`src/rtl/universal_shift_reg_pkg.sv`:
```
// Shared definitions for the universal shift register: mode encoding and
// the frame-counter step helper.
package universal_shift_reg_pkg;

    typedef logic [1:0] usr_mode_t;

    localparam usr_mode_t MODE_HOLD = 2'b00;
    localparam usr_mode_t MODE_SHR  = 2'b01;
    localparam usr_mode_t MODE_SHL  = 2'b10;
    localparam usr_mode_t MODE_LOAD = 2'b11;

    // True for either shift direction; both advance the frame counter.
    function automatic logic is_shift(input usr_mode_t m);
        logic r;
        case (m)
            MODE_SHR: r = 1'b1;
            MODE_SHL: r = 1'b1;
            default:  r = 1'b0;
        endcase
        return r;
    endfunction

endpackage

```
`src/rtl/universal_shift_reg_stage.sv`:
```
// One storage bit of the universal shift register: a 4:1 next-state mux,
// gated by the synchronous reset, feeding a rising-edge D flip-flop.
module usr_stage
    import universal_shift_reg_pkg::*;
(
    input  logic       clk,
    input  logic       rst_n,
    input  logic [1:0] mode,
    input  logic       shr_bit,
    input  logic       shl_bit,
    input  logic       par_bit,
    output logic       q,
    output logic       q_n
);

    usr_mode_t mode_s;
    logic      mux_s;
    logic      d_s;
    logic      q_r;

    assign mode_s = mode;

    // Next-state selection; reset forces D low so no asynchronous path exists.
    always_comb begin
        mux_s = q_r;
        case (mode_s)
            MODE_HOLD: mux_s = q_r;
            MODE_SHR:  mux_s = shr_bit;
            MODE_SHL:  mux_s = shl_bit;
            MODE_LOAD: mux_s = par_bit;
            default:   mux_s = q_r;
        endcase
        d_s = mux_s & rst_n;
    end

    // Storage bit.
    always_ff @(posedge clk) begin
        q_r <= d_s;
    end

    assign q   = q_r;
    assign q_n = ~q_r;

endmodule

```
`src/rtl/universal_shift_reg.sv`:
```
// WIDTH-bit universal shift register (hold / shift right / shift left / load)
// with a frame counter that pulses frame_done after every WIDTH shifts.
module universal_shift_reg
    import universal_shift_reg_pkg::*;
#(
    parameter int WIDTH = 8
) (
    input  logic                         clk,
    input  logic                         rst_n,
    input  logic [1:0]                   mode,
    input  logic                         ser_in_r,
    input  logic                         ser_in_l,
    input  logic [WIDTH-1:0]             par_in,
    output logic [WIDTH-1:0]             q,
    output logic [WIDTH-1:0]             q_n,
    output logic                         ser_out_r,
    output logic                         ser_out_l,
    output logic [$clog2(WIDTH+1)-1:0]   shift_cnt,
    output logic                         frame_done
);

    localparam int CNT_W = $clog2(WIDTH + 1);
    localparam logic [CNT_W-1:0] CNT_LAST = CNT_W'(WIDTH - 1);

    usr_mode_t        mode_s;
    logic [WIDTH-1:0] q_s;
    logic [WIDTH-1:0] q_n_s;
    logic [CNT_W-1:0] cnt_r;
    logic [CNT_W-1:0] cnt_nxt_s;
    logic             done_r;
    logic             done_nxt_s;

    assign mode_s = mode;

    // Bit i takes q[i+1] on a right shift and q[i-1] on a left shift;
    // the end bits take the serial inputs instead.
    for (genvar i = 0; i < WIDTH; i++) begin : g_stage
        logic shr_src_s;
        logic shl_src_s;

        if (i == WIDTH - 1) begin : g_msb
            assign shr_src_s = ser_in_r;
        end else begin : g_mid_r
            assign shr_src_s = q_s[i+1];
        end

        if (i == 0) begin : g_lsb
            assign shl_src_s = ser_in_l;
        end else begin : g_mid_l
            assign shl_src_s = q_s[i-1];
        end

        usr_stage u_stage (
            .clk     (clk),
            .rst_n   (rst_n),
            .mode    (mode_s),
            .shr_bit (shr_src_s),
            .shl_bit (shl_src_s),
            .par_bit (par_in[i]),
            .q       (q_s[i]),
            .q_n     (q_n_s[i])
        );
    end

    // Frame counter next state: load restarts, shifts advance and wrap at WIDTH.
    always_comb begin
        cnt_nxt_s  = cnt_r;
        done_nxt_s = 1'b0;
        if (mode_s == MODE_LOAD) begin
            cnt_nxt_s = {CNT_W{1'b0}};
        end else if (is_shift(mode_s)) begin
            if (cnt_r == CNT_LAST) begin
                cnt_nxt_s  = {CNT_W{1'b0}};
                done_nxt_s = 1'b1;
            end else begin
                cnt_nxt_s = cnt_r + CNT_W'(1);
            end
        end else begin
            cnt_nxt_s = cnt_r;
        end
    end

    // Counter and pulse registers; reset wins over any completing shift.
    always_ff @(posedge clk) begin
        if (!rst_n) begin
            cnt_r  <= {CNT_W{1'b0}};
            done_r <= 1'b0;
        end else begin
            cnt_r  <= cnt_nxt_s;
            done_r <= done_nxt_s;
        end
    end

    assign q          = q_s;
    assign q_n        = q_n_s;
    assign ser_out_r  = q_s[0];
    assign ser_out_l  = q_s[WIDTH-1];
    assign shift_cnt  = cnt_r;
    assign frame_done = done_r;

endmodule

```
`config.mk`:
```
export PLATFORM = sky130hd
export DESIGN_NAME = universal_shift_reg
export DESIGN_NICKNAME = d
export VERILOG_FILES = /design/src/rtl/universal_shift_reg_pkg.sv /design/src/rtl/universal_shift_reg_stage.sv /design/src/rtl/universal_shift_reg.sv
export SDC_FILE = /design/constraint.sdc
export NUM_CORES = 1
export LEC_CHECK = 0
export ABC_CLOCK_PERIOD_IN_PS = 1100
export BUFFER_PORTS_ARGS = -buffer_cell sky130_fd_sc_hd__buf_2
export CAP_MARGIN = 30
export CORE_MARGIN = 3
export CORE_UTILIZATION = 41
export DETAILED_ROUTE_END_ITERATION = 7
export HOLD_SLACK_MARGIN = 0.02
export PLACE_DENSITY_LB_ADDON = 0.2
export SLEW_MARGIN = 20
export SYNTH_ARGS = -nofsm -noshare
export SYNTH_HDL_FRONTEND = slang
export SYNTH_SLANG_ARGS = --single-unit
```
`constraint.sdc`:
```
create_clock -name clk -period 1.1 [get_ports clk]
set_input_delay 0.11 -clock clk [delete_from_list [all_inputs] [get_ports clk]]
set_output_delay 0.11 -clock clk [all_outputs]
set_load 0.02 [all_outputs]
```
==> summary.md, run 1 <==
| Metric | Value |
|---|---|
| Startpoint Class | `flip-flop` |
| Gr ovfl total | `0` |
| Flop2flop setup slack | `-50 ps` |
| Full die area | `0.00253 mm^2` |
| Final Non-Filler Cells | `142` |
| Hold Path Class | `in -> reg` |
| Final hold vios | `0` |
| # diodes | `0` |
| Num ports | `37` |
| Status | `finished, violations left` |
| DR top layer | `met4` |
| Nets | `137` |
| Final setup fails | `1` |
| Sw Share | `0.313` |
| Pin count of the biggest net entering global routing | `17` |
| Max Buffers Root-to-Sink | `2` |
| Fmax | `873 MHz` |
| Total Power | `1.12 mW` |
| First-pass GRT wire length | `2.73 mm` |
| Int Pwr | `770 uW` |
| CTS sink cnt | `13` |
| Worst hold path startpoint | `rst_n` |
| Clk Latency, worst-skew pair | `260 ps` |
| Clock Skew | `1.76 ps` |
| Num rows | `15` |
| Worst Path Required | `1300 ps` |
| Max-slew headroom | `0.795` |
| Mean post-synth cell area | `9.04 um^2` |
| Hold EP | `shift_cnt[3]` |
| Clock Pin Slew Worst Setup and Hold Paths | `80 ps` |
| Vias per cell | `5.05` |
| Clock Power Share | `0.257` |
| WL met1 | `750 um` |
| Layout area overhead | `23.0%` |
| Reg2reg start | `shift_cnt[1]` |
| Syn Std Cell Area | `805 um^2` |
| Initial antenna violation count | `0` |
| Failing checks | `negative setup slack` |
| Comb power frac | `0.276` |
| Worst Setup End Kind | `flip-flop` |
| Syn_nets | `108` |
| DR WL met3 | `156 um` |
| Dpl cell area | `958 um^2` |
| Setup_tns | `-45.1 ps` |
| Leakage | `0.471 nW` |
| Port buffer count | `36` |
| Ys Warns | `0` |
| Sequential share of the synthesized area | `0.323` |
| Hold depth | `3` |
| Final slew viol count | `0` |
| Commonest non-fill, non-tap cell in the layout | `buf_2` |
| Cts-stage hold buffer count | `0` |
| P_sw | `351 uW` |
| CP Data Arrival Time | `1350 ps` |
| Root Buffer Master | `clkbuf_4` |
| Drc violations | `0` |
| H-tree Lvls | `1` |
| Vias in the first global route | `647` |
| Worst Max-Slew Pin Slew | `308 ps` |
| Drt pass-1 iters | `4` |
| Max cap viols | `0` |
| Core area | `0.00178 mm^2` |
| Util after Layout | `0.555` |
| Crit path max fanout | `2` |
| WL met2 | `763 um` |
| Initial Util | `0.451` |
| Final Critical Period | `1150 ps` |
| CTS tree | `built` |
| Most frequent cells in the layout | `buf_2, inv_1, dfxtp_1` |
| Placed instance count | `138` |
| Post-route ant nets | `0` |
| Path depth of the worst reg2reg path | `3` |
| GRT Total Usage | `0.139` |
| Initial drt markers | `9` |
| Reg-to-Reg End | `shift_cnt[3]` |
| CTS Buf Count | `3` |
| Post-CTS Setup Bufs | `0` |
| RD Place Congestion | `0.697` |
| Fin area | `990 um^2` |
| Die Y | `50.3 um` |
| Multi-input gate area | `355 um^2` |
| Synth Register Bits | `13` |
| Vias | `717` |
| Routed WL | `1.68 mm` |
| HPWL after DPL | `1.32 mm` |
| Register area | `268 um^2` |
| Share of cells above drive strength 1 | `0.462` |
| # fillers | `175` |
| Mapped Cells | `89` |
| Cell Pwr Density | `1130 mW/mm^2` |
| WL/cell | `11.8 um` |
| # resized after CTS | `0` |
| Flop pwr share | `0.468` |
| WS Path Type | `reg -> reg` |
| Die width | `50.3 um` |
| Crit share post-route | `1.04` |
| Unrepaired setup endpoints after global routing | `true` |
| Unique masters post-synth | `20` |
| Final setup margin | `-45.1 ps` |
| VDD IR-drop max | `0.718 mV` |
cell type report:
| class | instances | share of cell area |
|---|---|---|
| multi-input cells | 43 | 0.359 |
| flip-flops and latches | 13 | 0.271 |
| repair buffers | 46 | 0.271 |
| inverters | 11 | 0.0417 |
| well taps | 25 | 0.0316 |
| clock buffers | 4 | 0.0265 |
worst max-delay path, stage by stage (launching register included):
cell and delay, ps:
dfxtp_4 360, ha_4 150, or4b_1 450, mux2i_1 130
worst max path at each step:
stage	from	endpoint	slack [ps]	cells after the start
floorplan	shift_cnt[0]	shift_cnt[3]	-60	3
global placement	mode[0]	shift_cnt[3]	-20	4
detailed placement	mode[0]	shift_cnt[3]	-50	4
CTS	shift_cnt[1]	shift_cnt[3]	-50	3
global route	shift_cnt[1]	shift_cnt[3]	-120	3
finish	shift_cnt[1]	shift_cnt[3]	-50	3
synthesized netlist by cell type:
cell | count | share of area
a21bo_2 | 1 | 0.012
a21oi_1 | 9 | 0.056
a221oi_1 | 8 | 0.087
a22oi_1 | 8 | 0.075
buf_2 | 1 | 0.0062
buf_4 | 17 | 0.16
buf_6 | 2 | 0.028
clkbuf_2 | 2 | 0.012
dfxtp_1 | 13 | 0.32
ha_1 | 5 | 0.078
inv_1 | 11 | 0.051
mux2i_1 | 2 | 0.025
nand2b_1 | 1 | 0.0078
nand3b_1 | 2 | 0.019
nand4_1 | 1 | 0.0078
nand4b_1 | 1 | 0.011
nor2_1 | 2 | 0.0093
nor3b_1 | 1 | 0.0093
or4b_1 | 1 | 0.012
xnor2_1 | 1 | 0.011
cells by family (layout without fill, tap and decap cells):
group | after synthesis | in the layout | share of synthesized area
DFF | 13 | 13 | 0.323
AOI/OAI and AO/OA | 26 | 26 | 0.230
muxes | 2 | 2 | 0.0249
buffers and inverters | 33 | 61 | 0.257
and+or+nand+nor | 9 | 9 | 0.0762
adders and majority gates | 5 | 5 | 0.0778
xor gates and xnor gates | 1 | 1 | 0.0109
stage by stage:
step	hold WS [ps]	worst slack, ps
6_report	143	-45.1
5_1_grt	170	-117
4_1_cts	134	-49.6
3_5_place_dp	427	-53.6
3_3_place_gp	416	-22.1
2_1_floorplan	276	-55.6
power by group through the flow:
stage / Combinational (mW) / Clock, mW / Sequential (mW)
floorplan: 0.228 / 0 / 0.551
global placement: 0.304 / 0 / 0.534
detailed placement: 0.306 / 0 / 0.536
CTS: 0.308 / 0.301 / 0.525
global route: 0.336 / 0.338 / 0.530
finish: 0.309 / 0.288 / 0.524
per-layer routing:
metal  up-vias  track usage
met5         -            0
met4         0       0.0538
met3         2       0.0326
met2        33        0.213
met1       327        0.189
li1        355            -
state kept, by name, summed over array words and instances (netlist names):
name	cells
frame_done	1
g_stage.u_stage.q	8
shift_cnt	4
(Power assumes the default switching activity.)
==> run 2, diff against run 1 <==
--- a/config.mk
+++ b/config.mk
@@ -5,6 +5,7 @@
 export SDC_FILE = /design/constraint.sdc
 export NUM_CORES = 1
 export LEC_CHECK = 0
+export ABC_AREA = 1
 export ABC_CLOCK_PERIOD_IN_PS = 1100
 export BUFFER_PORTS_ARGS = -buffer_cell sky130_fd_sc_hd__buf_2
 export CAP_MARGIN = 30
==> run 2 against run 1 <==
Net effect: the run now ends clean; critical endpoint unchanged; critical path type unchanged; non-clock buffer count shrank 8; critical path depth up 1; first-iteration DRC count rose by 89%; clock skew fell by 1.3 ps; sequential share of layout area decreased by 0.23 points; largest cell class unchanged; combinational power is 6% lower; core utilization is 2.5 points lower; synthesized area increased by 6.7%.
==> summary.md, run 2 <==
| Metric | Value |
|---|---|
| Status | `completed` |
| Vias per cell | `4.46` |
| CTS tree | `built` |
| Final slew viol count | `0` |
| First-pass GRT wire length | `2.88 mm` |
| Cts-stage hold buffer count | `0` |
| Fmax | `977 MHz` |
| VDD IR-drop max | `0.601 mV` |
| Vias | `785` |
| Vias in the first global route | `726` |
| Num rows | `15` |
| Initial antenna violation count | `0` |
| WL/cell | `10.0 um` |
| Die Y | `51.8 um` |
| Syn Std Cell Area | `858 um^2` |
| Flop2flop setup slack | `80 ps` |
| Root Buffer Master | `clkbuf_4` |
| GRT Total Usage | `0.141` |
| Ys Warns | `0` |
| Max-slew headroom | `0.731` |
| RD Place Congestion | `0.771` |
| CTS Buf Count | `3` |
| Crit-path cells | `ha_1, nand3_2, o21ai_2, nor2_1` |
| Dpl cell area | `948 um^2` |
| CTS sink cnt | `13` |
| Top FF cell, synth | `dfxtp_1` |
| Num ports | `37` |
| Crit share post-route | `0.930` |
| Worst hold path startpoint | `par_in[0]` |
| Die width | `51.8 um` |
| Routed WL | `1.77 mm` |
| CP Data Arrival Time | `1190 ps` |
| Final setup fails | `0` |
| Fin area | `975 um^2` |
| Clock Skew | `0.500 ps` |
| Syn_nets | `147` |
| Mapped Cells | `128` |
| Hold depth | `5` |
| Gr ovfl total | `0` |
| Total Power | `1.12 mW` |
| Share of cells above drive strength 1 | `0.325` |
| Hold Path Class | `in -> reg` |
| H-tree Lvls | `1` |
| Number of synthesized flops with an enable pin | `0` |
| Synth area leader | `dfxtp_1` |
| Count leader, synth | `nand2_1` |
| Slowest CP cell | `dfxtp_1` |
| Leakage | `0.499 nW` |
| Top cell type's share of synthesized area | `0.303` |
| Critical Path Max Stage Delay | `380 ps` |
| Port buffer count | `36` |
| Drt pass-1 iters | `4` |
| Full die area | `0.00268 mm^2` |
| Commonest non-fill, non-tap cell in the layout | `buf_2` |
| Cell Pwr Density | `1150 mW/mm^2` |
| Top post-synthesis cells by count | `nand2_1, nor2_1, buf_4` |
| Initial Util | `0.467` |
| Post-CTS Setup Bufs | `0` |
| Mean post-synth cell area | `6.71 um^2` |
| Unique masters post-synth | `18` |
| Reg-to-Reg End | `shift_cnt[3]` |
| WS Path Type | `reg -> reg` |
| HPWL after DPL | `1.38 mm` |
| Pin count of the biggest net entering global routing | `10` |
| Nets | `171` |
| Clock Pin Slew Worst Setup and Hold Paths | `80 ps` |
| Layout area overhead | `13.6%` |
| Async S/R FF share, synth | `0` |
| Post-route ant nets | `0` |
| Final hold vios | `0` |
| Sequential share of the synthesized area | `0.303` |
| # fillers | `216` |
| Drc violations | `0` |
| Clk Latency, worst-skew pair | `270 ps` |
| Util after Layout | `0.530` |
| Unrepaired setup endpoints after global routing | `false` |
| Core area | `0.00184 mm^2` |
| Worst Path Required | `1270 ps` |
| Worst Max-Slew Pin Slew | `404 ps` |
| Top cells by area, synth | `dfxtp_1, buf_4, nand2_1` |
| Final Critical Period | `1020 ps` |
| Most frequent cells in the layout | `buf_2, nand2_1, nor2_1` |
| Hold EP | `g_stage[0].u_stage.q` |
| Synth Register Bits | `13` |
| Worst Setup End Kind | `flip-flop` |
| Reg2reg start | `shift_cnt[1]` |
| Max FFs per register | `8` |
| Max cap viols | `0` |
| Initial drt markers | `17` |
| # diodes | `0` |
| Path depth of the worst reg2reg path | `4` |
| Startpoint Class | `flip-flop` |
| Crit path max fanout | `4` |
| Max Buffers Root-to-Sink | `2` |
| # resized after CTS | `0` |
==> run 2: cell count changes in the layout (fill, tap and decap cells not counted), moves of 3 or more <==
| cell | previous run | this run |
|---|---|---|
| a21oi_1 | 9 | 2 |
| a221oi_1 | 8 | 0 |
| a22oi_1 | 8 | 0 |
| buf_4 | 9 | 2 |
| inv_1 | 11 | 14 |
| nand2_1 | 0 | 30 |
| nor2_1 | 2 | 20 |
| o21ai_0 | 0 | 15 |
==> run 2: worst max-delay path by stage <==
stage,from,end,cells after the start
2_1_floorplan,shift_cnt[1],shift_cnt[3],4
3_3_place_gp,mode[0],shift_cnt[3],6
3_5_place_dp,mode[0],shift_cnt[3],6
4_1_cts,shift_cnt[1],shift_cnt[3],4
5_1_grt,shift_cnt[1],shift_cnt[0],4
6_report,shift_cnt[1],shift_cnt[3],4
==> run 2: area by class of cell <==
| class | instances | area [um^2] | share of cell area |
|---|---|---|---|
| clock buffer | 4 | 26.3 | 0.0270 |
| multi-input combinational | 80 | 400 | 0.411 |
| sequential | 13 | 262 | 0.268 |
| timing repair buffer | 38 | 195 | 0.200 |
| inverter | 16 | 60.1 | 0.0616 |
| tap | 25 | 31.3 | 0.0321 |
==> run 2: cells by family after synthesis <==
| logic type | share of synthesized area |
|---|---|
| buffers and inverters | 0.230 |
| AOI/OAI and AO/OA | 0.115 |
| xor gates and xnor gates | 0.0102 |
| DFF | 0.303 |
| and+or+nand+nor | 0.268 |
| adders and majority gates | 0.0729 |
==> run 2: power by group <==
group          internal, mW  switching (mW)  total (mW)
clock                 0.140           0.157       0.297
sequential            0.499          0.0280       0.527
combinational         0.109           0.183       0.292
==> run 2: per-layer routing <==
layer  GRT usage  part of all wire  vias to the layer above
met1       0.155              0.43                      346
met2       0.271              0.51                       18
met5           0                 0                        -
met3      0.0258             0.050                        2
li1            -                 -                      419
met4      0.0393            0.0068                        0
==> run 2: stage by stage <==
| step | hold WS, ps | setup slack (ps) | setup TNS, ps | instances |
|---|---|---|---|---|
| after floorplan | 252 | 8.39 | 0 | 128 |
| after global placement | 428 | -13.6 | -21.0 | 172 |
| after detailed placement | 436 | -67.4 | -129 | 172 |
| after CTS | 151 | 74.3 | 0 | 176 |
| after global routing | 152 | 13.3 | 0 | 176 |
| final | 152 | 76.6 | 0 | 176 |
==> run 2: worst max-delay path, delay by kind of cell (launching register included) <==
kind                     cells  cell delay (ps)
AND/OR/NAND/NOR              2              190
adder cells (fa/ha/maj)      1              200
flip-flops                   1              380
AO/OA/AOI/OAI                1              160
==> run 3, diff against run 2 <==
--- a/config.mk
+++ b/config.mk
@@ -9,7 +9,6 @@
 export ABC_CLOCK_PERIOD_IN_PS = 1100
 export BUFFER_PORTS_ARGS = -buffer_cell sky130_fd_sc_hd__buf_2
 export CAP_MARGIN = 30
-export CORE_MARGIN = 3
 export CORE_UTILIZATION = 41
 export DETAILED_ROUTE_END_ITERATION = 7
 export HOLD_SLACK_MARGIN = 0.02
==> run 3 against run 2 <==
Net effect: critical path depth is 3 lower; clock skew is 0.88 ps higher; cell count is 1.7% higher.
==> summary.md, run 3 (same netlist as run 2, synthesis figures left out) <==
| Metric | Value |
|---|---|
| Clk Latency, worst-skew pair | `280 ps` |
| Cts-stage hold buffer count | `0` |
| Slowest CP cell | `dfxtp_1` |
| Share of cells above drive strength 1 | `0.329` |
| Initial drt markers | `6` |
| CP Data Arrival Time | `910 ps` |
| # resized after CTS | `0` |
| Crit share post-route | `0.924` |
| # diodes | `0` |
| Crit path launch | `shift_cnt[3]` |
| Crit path max fanout | `5` |
| CTS Buf Count | `3` |
| Critical Path Max Stage Delay | `430 ps` |
| Drt pass-1 iters | `4` |
| First-pass GRT wire length | `2.65 mm` |
| H-tree Lvls | `1` |
| Final slew viol count | `0` |
| WL/cell | `9.78 um` |
| Vias in the first global route | `644` |
| Flop2flop setup slack | `100 ps` |
| Worst hold slack | `139 ps` |
| Status | `completed` |
| Multi-input gate area | `400 um^2` |
| Num rows | `16` |
| Placed instance count | `175` |
| Drc violations | `0` |
| Register area | `262 um^2` |
| Vias per cell | `4.48` |
| Gr ovfl total | `0` |
| Worst Setup End Kind | `output pin` |
| Max cap viols | `0` |
| Sw Share | `0.335` |
| Max FFs per register | `8` |
| Core area | `0.00196 mm^2` |
| Int Pwr | `753 uW` |
| WS Path Type | `reg -> out` |
| RD Place Congestion | `0.708` |
| Routed WL | `1.75 mm` |
| Max Buffers Root-to-Sink | `2` |
| Final setup margin | `83.1 ps` |
| Final Non-Filler Cells | `179` |
| Startpoint Class | `flip-flop` |
| Fmax | `983 MHz` |
| Reg2reg start | `shift_cnt[1]` |
| Clock Power Share | `0.270` |
| Post-CTS Setup Bufs | `0` |
| Final hold vios | `0` |
| Cell Pwr Density | `1150 mW/mm^2` |
| Layout area overhead | `14.7%` |
| GRT Total Usage | `0.175` |
| CP delay by family, top | `flip-flops` |
| Setup_tns | `0 ps` |
| Num ports | `37` |
| Die width | `47.8 um` |
| # fillers | `214` |
| Leakage | `0.503 nW` |
| Crit-path cells | `buf_2` |
| CTS tree | `built` |
| HPWL after DPL | `1.37 mm` |
| Unrepaired setup endpoints after global routing | `false` |
| VDD IR-drop max | `0.599 mV` |
| Worst hold path startpoint | `par_in[0]` |
| Comb power frac | `0.264` |
| Initial antenna violation count | `0` |
| Vias | `802` |
| Most frequent cells in the layout | `buf_2, nand2_1, nor2_1` |
| Root Buffer Master | `clkbuf_4` |
| Final Critical Period | `1020 ps` |
| Pin count of the biggest net entering global routing | `10` |
| Total Power | `1.13 mW` |
| Die Y | `47.8 um` |
| Worst Path Required | `990 ps` |
| Port buffer count | `36` |
| Final setup fails | `0` |
| Post-route ant nets | `0` |
| Max-slew headroom | `0.731` |
| Bufs and invs on worst path | `1` |
| Initial Util | `0.437` |
| Flop pwr share | `0.466` |
| Full die area | `0.00228 mm^2` |
| Nets | `172` |
| Clock Skew | `1.38 ps` |
| Commonest non-fill, non-tap cell in the layout | `buf_2` |
| Clock Pin Slew Worst Setup and Hold Paths | `80 ps` |
| Worst Max-Slew Pin Slew | `403 ps` |
| P_sw | `380 uW` |
| Pre-CTS setup slack | `-32.9 ps` |
| Hold Path Class | `in -> reg` |
| CTS sink cnt | `13` |
-- run 3: cell types whose count changed in the layout (fill, tap and decap cells not counted), sizes merged --
cell  previous run  this run
buf             38        39
-- run 3: cell type report --
class                           count  share of cell area
Tap cell                           27              0.0343
Sequential cell                    13               0.266
Clock buffer                        4              0.0267
Multi-Input combinational cell     80               0.407
Timing Repair Buffer               39               0.206
Inverter                           16              0.0610
-- run 3: layer usage --
metal  part of all wire  track usage  wire length (um)  up-vias
li1                   -            -                 -      422
met1               0.43        0.169               744      357
met2               0.51        0.330               899       19
met3              0.037       0.0453                65        4
met4              0.023        0.100                40        0
met5                  0            0                 0        -
-- run 3: final timing paths --
path	cells past startpoint	to
setup / recovery	1	shift_cnt[3]
hold / removal	5	g_stage[0].u_stage.q
setup reg to reg	4	shift_cnt[3]
hold reg to reg	2	shift_cnt[1]
-- run 3: per-stage QoR --
step	cell area (um^2)	utilization
2_1_floorplan	860	-
3_3_place_gp	958	0.489
3_5_place_dp	958	0.489
4_1_cts	985	0.502
5_1_grt	985	0.502
6_report	985	0.502
-- run 3: power groups by stage --
stage | sequential, mW | combinational [mW] | clock [mW]
after floorplan | 0.549 | 0.234 | 0
after global placement | 0.538 | 0.295 | 0
after detailed placement | 0.539 | 0.301 | 0
after CTS | 0.528 | 0.302 | 0.318
after global routing | 0.533 | 0.339 | 0.337
final | 0.528 | 0.299 | 0.306
-- run 3: worst min-delay path, stage by stage --
cell,delay [ps]
buf_2,70
nand2_1,40
nand3_1,60
nor2_1,40
nor2_1,70
